**src/rtl/bmem_line_adapter.sv**
```systemverilog
// Adapts 256-bit cache line fills/writebacks onto a 64-bit, 4-beat burst memory port.
// Optional perf counters are enabled with BMEM_LINE_ADAPTER_PERF_EN.
module bmem_line_adapter (
  input  logic         clk,
  input  logic         rst,
  input  logic [31:0]  line_addr,
  input  logic         line_read,
  input  logic         line_write,
  input  logic [255:0] line_wdata,
  output logic [255:0] line_rdata,
  output logic         line_resp,
  output logic [31:0]  bmem_address,
  output logic         bmem_read,
  output logic         bmem_write,
  output logic [63:0]  bmem_wdata,
  input  logic [63:0]  bmem_rdata,
  input  logic         bmem_resp
`ifdef BMEM_LINE_ADAPTER_PERF_EN
  ,
  output logic [31:0]  perf_fill_count,
  output logic [31:0]  perf_wb_count
`endif
);

  typedef enum logic [2:0] {
    IDLE     = 3'd0,
    RD_REQ   = 3'd1,
    RD_BURST = 3'd2,
    WR_BURST = 3'd3,
    DONE     = 3'd4
  } state_t;

  state_t         state_q, state_d;
  logic [1:0]     cnt_q, cnt_d;
  logic [31:0]    addr_q, addr_d;
  logic [255:0]   wdata_q, wdata_d;
  logic [255:0]   line_rdata_q, line_rdata_d;
  logic           line_resp_q, line_resp_d;
  logic [31:0]    bmem_address_q, bmem_address_d;
  logic           bmem_read_q, bmem_read_d;
  logic           bmem_write_q, bmem_write_d;
  logic [63:0]    bmem_wdata_q, bmem_wdata_d;
  logic           addr_lsb_unused;

  assign addr_lsb_unused = ^line_addr[4:0];

  // Next-state, beat counter, latched request and fill assembly.
  always_comb begin
    state_d      = state_q;
    cnt_d        = cnt_q;
    addr_d       = addr_q;
    wdata_d      = wdata_q;
    line_rdata_d = line_rdata_q;
    case (state_q)
      IDLE: begin
        if (line_write) begin
          addr_d  = {line_addr[31:5], 5'b00000};
          wdata_d = line_wdata;
          cnt_d   = 2'd0;
          state_d = WR_BURST;
        end else if (line_read) begin
          addr_d  = {line_addr[31:5], 5'b00000};
          cnt_d   = 2'd0;
          state_d = RD_REQ;
        end else begin
          state_d = IDLE;
        end
      end
      RD_REQ: begin
        state_d = RD_BURST;
      end
      RD_BURST: begin
        if (bmem_resp) begin
          line_rdata_d[{cnt_q, 6'd0} +: 64] = bmem_rdata;
          cnt_d = cnt_q + 2'd1;
          if (cnt_q == 2'd3) begin
            state_d = DONE;
          end else begin
            state_d = RD_BURST;
          end
        end else begin
          state_d = RD_BURST;
        end
      end
      WR_BURST: begin
        cnt_d = cnt_q + 2'd1;
        if (cnt_q == 2'd3) begin
          state_d = DONE;
        end else begin
          state_d = WR_BURST;
        end
      end
      DONE: begin
        state_d = IDLE;
      end
      default: begin
        state_d = IDLE;
      end
    endcase
  end

  // Outputs are registered, so decode them from the upcoming state.
  always_comb begin
    bmem_read_d    = (state_d == RD_REQ);
    bmem_write_d   = (state_d == WR_BURST);
    line_resp_d    = (state_d == DONE);
    bmem_address_d = 32'd0;
    bmem_wdata_d   = 64'd0;
    if (state_d != IDLE) begin
      bmem_address_d = addr_d;
    end else begin
      bmem_address_d = 32'd0;
    end
    if (state_d == WR_BURST) begin
      bmem_wdata_d = wdata_d[{cnt_d, 6'd0} +: 64];
    end else begin
      bmem_wdata_d = 64'd0;
    end
  end

  // State and output registers.
  always_ff @(posedge clk) begin
    if (rst) begin
      state_q        <= IDLE;
      cnt_q          <= 2'd0;
      addr_q         <= 32'd0;
      wdata_q        <= 256'd0;
      line_rdata_q   <= 256'd0;
      line_resp_q    <= 1'b0;
      bmem_address_q <= 32'd0;
      bmem_read_q    <= 1'b0;
      bmem_write_q   <= 1'b0;
      bmem_wdata_q   <= 64'd0;
    end else begin
      state_q        <= state_d;
      cnt_q          <= cnt_d;
      addr_q         <= addr_d;
      wdata_q        <= wdata_d;
      line_rdata_q   <= line_rdata_d;
      line_resp_q    <= line_resp_d;
      bmem_address_q <= bmem_address_d;
      bmem_read_q    <= bmem_read_d;
      bmem_write_q   <= bmem_write_d;
      bmem_wdata_q   <= bmem_wdata_d;
    end
  end

  assign line_rdata   = line_rdata_q;
  assign line_resp    = line_resp_q;
  assign bmem_address = bmem_address_q;
  assign bmem_read    = bmem_read_q;
  assign bmem_write   = bmem_write_q;
  assign bmem_wdata   = bmem_wdata_q;

`ifdef BMEM_LINE_ADAPTER_PERF_EN
  logic        op_wr_q, op_wr_d;
  logic [31:0] perf_fill_q, perf_fill_d;
  logic [31:0] perf_wb_q, perf_wb_d;

  // Remember the accepted request type so completion can be attributed.
  always_comb begin
    op_wr_d     = op_wr_q;
    perf_fill_d = perf_fill_q;
    perf_wb_d   = perf_wb_q;
    if (state_q == IDLE && line_write) begin
      op_wr_d = 1'b1;
    end else if (state_q == IDLE && line_read) begin
      op_wr_d = 1'b0;
    end else begin
      op_wr_d = op_wr_q;
    end
    if (line_resp_q) begin
      if (op_wr_q) begin
        perf_wb_d = perf_wb_q + 32'd1;
      end else begin
        perf_fill_d = perf_fill_q + 32'd1;
      end
    end else begin
      perf_fill_d = perf_fill_q;
    end
  end

  // Performance counter registers.
  always_ff @(posedge clk) begin
    if (rst) begin
      op_wr_q     <= 1'b0;
      perf_fill_q <= 32'd0;
      perf_wb_q   <= 32'd0;
    end else begin
      op_wr_q     <= op_wr_d;
      perf_fill_q <= perf_fill_d;
      perf_wb_q   <= perf_wb_d;
    end
  end

  assign perf_fill_count = perf_fill_q;
  assign perf_wb_count   = perf_wb_q;
`endif

endmodule

```
**config.mk**
```make
export PLATFORM = sky130hd
export DESIGN_NAME = bmem_line_adapter
export DESIGN_NICKNAME = d
export VERILOG_FILES = /design/src/rtl/bmem_line_adapter.sv
export SDC_FILE = /design/constraint.sdc
export NUM_CORES = 1
export LEC_CHECK = 0
export ABC_AREA = 1
export BUFFER_PORTS_ARGS = -buffer_cell sky130_fd_sc_hd__buf_2
export CORE_AREA = 2 2 277 279
export CTS_CLUSTER_DIAMETER = 80
export DETAILED_ROUTE_END_ITERATION = 16
export DIE_AREA = 0 0 279 281
export PLACE_DENSITY = 0.56
export SETUP_SLACK_MARGIN = 0.02
export SYNTH_ARGS = -nofsm -noshare
export SYNTH_HDL_FRONTEND = slang
export SYNTH_SLANG_ARGS = --single-unit
```
**constraint.sdc**
```tcl
create_clock -name clk -period 2.6 [get_ports clk]
set_clock_uncertainty 0.05 [all_clocks]
set_input_delay 0.13 -clock clk [delete_from_list [all_inputs] [get_ports clk]]
set_output_delay 0.13 -clock clk [all_outputs]
set_load 0.02 [all_outputs]
```
==> reports/metrics.csv <==
stage;metric;value;unit
setup_path;Critical Path, Cell by Cell;clkinv_1 -> buf_4 -> nand2_2 -> buf_4 -> nand3_1 -> nand3_1 -> a21oi_1;
timing;Hold WS;57.55;ps
place;GP Congestion;0.8639;
clocking;CTS Buf Count;74;
setup_path;CP max-delay cell;buf_4;
setup_path;internal reg-to-reg setup slack;330;ps
setup_path;Crit path required time;3030;ps
clocking;CTS H-Tree Depth;3;
setup_path;r2r worst-path depth;7;
logic_synthesis;Mapped Nets;3820;
floorplanning;Die Span Y;281;um
logic_synthesis;Post-Syn Instances;3458;
setup_path;CP Max Fanout;64;
global_route;Total GRT Usage;25.24;%
timing;# setup viols final;0;
route;Via density;4.961;
timing;Worst Max-Slew Pin Slew;1040;ps
clocking;clk_lat worst skew;610;ps
outcome;outcome;complete, no violations;
timing;Period minus WS final;2269;ps
timing;RSZ-0062 raised after global routing;false;
logic_synthesis;Yosys cell types;27;
logic_synthesis;Mapped Area;25680;um^2
run;max_cap viols;0;
floorplanning;row count;101;
setup_path;CP Data Arrival Time;2700;ps
route;total number of vias;26883;
global_route;initial antenna violation count;14;
global_route;maximum number of pins on one net before global-route repair;134;
route;Initial DRT Pass Iterations;5;
final_layout;fin nets;4739;
route;DRT iter0 DRCs;2139;
timing;highest clock rate;0.4408;GHz
final_layout;post-route insts no fill;5419;
timing;Slew headroom;30.68;%
logic_synthesis;FF+latch count, synth;648;
place;DP HPWL;68100;um
hold_path;HP Class;input port to register;
route;Residual DRC;0;
timing;setup TNS;0;ps
power;P per Cell Area;765.0;nW/um^2
final_layout;commonest non-fill, non-tap cells in the layout;buf_2, dfxtp_1, nand2_1, nand3_1, dlygate4sd3_1;
power;Peak VDD IR;0.0005101;V
global_route;first-pass GRT wire length;153600;um
clocking;CTS Sinks;648;
global_route;vias in the first global route;25221;
hold_path;hold_sp;line_write;
timing;Slew Viols, Final;0;
setup_path;Max stage delay on crit path;680;ps
place;placed cells;4929;
logic_synthesis;syn_area_per_cell;7.425;um^2
setup_path;r2r endpoint;bmem_wdata[35];
clocking;CTS tree;yes;
logic_synthesis;Synthesis Warnings;0;
clocking;Max Root-Sink Buffers;3;
logic_synthesis;post-synthesis sequential area ratio;50.52;%
setup_path;crit start category;register;
floorplanning;Initial Util;34.03;%
setup_path;crit end category;register;
setup_path;CP Class;register to register;
setup_path;R2R Path Start;cnt_q[0];
floorplanning;Die W;279;um
floorplanning;Total Die Area;78400;um^2
timing;Final Hold Fails;0;
route;WL/cell;19.03;um
clocking;clk root buf;clkbuf_16;
timing;period utilization;87.26;%
place;PortBufs;706;
clocking;CTS clk-pin slew, worst paths;60;ps
floorplanning;Placeable Area;75440;um^2
global_route;grt total ovfl;0;
setup_path;crit path from;cnt_q[0];
final_layout;most common cell after layout, fill and taps aside;buf_2;
clocking;post-CTS sizing;0;
route;DRT Wirelength;103100;um
final_layout;area grow syn2layout;41.09;%
route;antenna-violating nets left;0;
setup_path;Worst Setup EP;bmem_wdata[35];
floorplanning;I/O pins;712;
final_layout;share of layout cells above drive strength 1;21.11;%
power;LEAKAGE;0.01689;uW
layer usage:
metal	wire length, um	global-route usage, %	up-vias	share of wire [%]
li1	-	-	13125	-
met1	42640	31.83	12408	41
met2	47060	40.37	1076	46
met3	8144	5.902	258	7.9
met4	5166	12.70	16	5.0
met5	106	0	-	0.10
stage by stage:
step	power, uW	util, %	setup slack, ps	area (um^2)
2_1_floorplan	14540	-	298.1	25680
3_3_place_gp	16380	39.94	371.2	30130
3_5_place_dp	16430	39.94	364.8	30130
4_1_cts	27930	48.00	360.1	36210
5_1_grt	29010	48.02	119.0	36220
6_report	27710	48.02	331.3	36230
cell families (layout without fill, tap and decap cells):
| logic type | count (synthesis) | in the layout | synth area share (%) |
|---|---|---|---|
| compound gates | 621 | 621 | 12.30 |
| fa+ha+maj | 5 | 5 | 0.2437 |
| buf+inv | 629 | 1605 | 9.848 |
| flops | 648 | 648 | 50.52 |
| mux | 27 | 27 | 1.053 |
| other cells | 0 | 7 | 0 |
| simple gates | 1528 | 1528 | 26.03 |
flip-flops by register name, summed over array words and instances, names as in the netlist:
name,cells
wdata_q,256
bmem_read,1
line_resp,1
state_q,3
bmem_write,1
bmem_wdata,64
bmem_address,32
cnt_q,2
line_rdata,256
addr_q,32
cell type report:
| type | instances | area [um^2] |
|---|---|---|
| flip-flops and latches | 648 | 12980 |
| repair buffers | 1136 | 7935 |
| multi-input cells | 2181 | 10240 |
| diodes | 7 | 17.52 |
| clock buffers | 101 | 2133 |
| well taps | 978 | 1224 |
| inverters | 336 | 1261 |
| fillers | 7429 | 39220 |
| clock inverters | 32 | 444.2 |
worst min-delay path by stage:
stage,endpoint,cells after the start
final,state_q[0],5
after global routing,wdata_q[254],5
after CTS,state_q[0],5
after detailed placement,addr_q[9],3
after global placement,addr_q[16],3
after floorplan,line_rdata[183],2
repair_timing:
| item | CTS | global route |
|---|---|---|
| endpoints found under the setup margin | 0 | 0 |
| endpoints found under the hold margin | 635 | 0 |
| buffers inserted | 0 | 0 |
| hold buffers | 350 | 0 |
power breakdown:
part           switching [uW]  internal, uW  total, uW  leakage [uW]
logic                    3730          2020       5750        0.0103
clock network            4360          6670      11000       0.00127
registers                 234         10700      10900       0.00529
critical path: cells and delay by family (launching register included):
kind            cells  cell delay [ps]
flops               1              430
compound gates      1               90
simple gates        3              420
buf+inv             3             1020
synthesized netlist by cell type:
master	count	area, um^2
inv_2	6	22.52
a31oi_1	13	81.33
nand3_2	1	10.01
nor3_1	20	100.1
nor2_1	345	1295
mux2i_1	27	270.3
o21ai_1	32	160.2
nand3_1	419	2097
nand2_1	592	2222
a211oi_1	12	90.09
a21oi_2	1	8.760
o21ai_0	253	1266
or3_1	15	93.84
nor3_4	1	16.27
ha_1	5	62.56
nand2_2	3	18.77
nor2_2	1	6.260
buf_1	7	26.28
a21oi_1	310	1551
nor2_4	1	11.26
nand4_1	130	813.3
inv_1	328	1231
clkbuf_1	168	630.6
buf_2	110	550.5
dfxtp_1	648	12970
clkinv_1	2	7.510
buf_4	8	60.06
No activity file was read; power rests on OpenSTA's default activity.
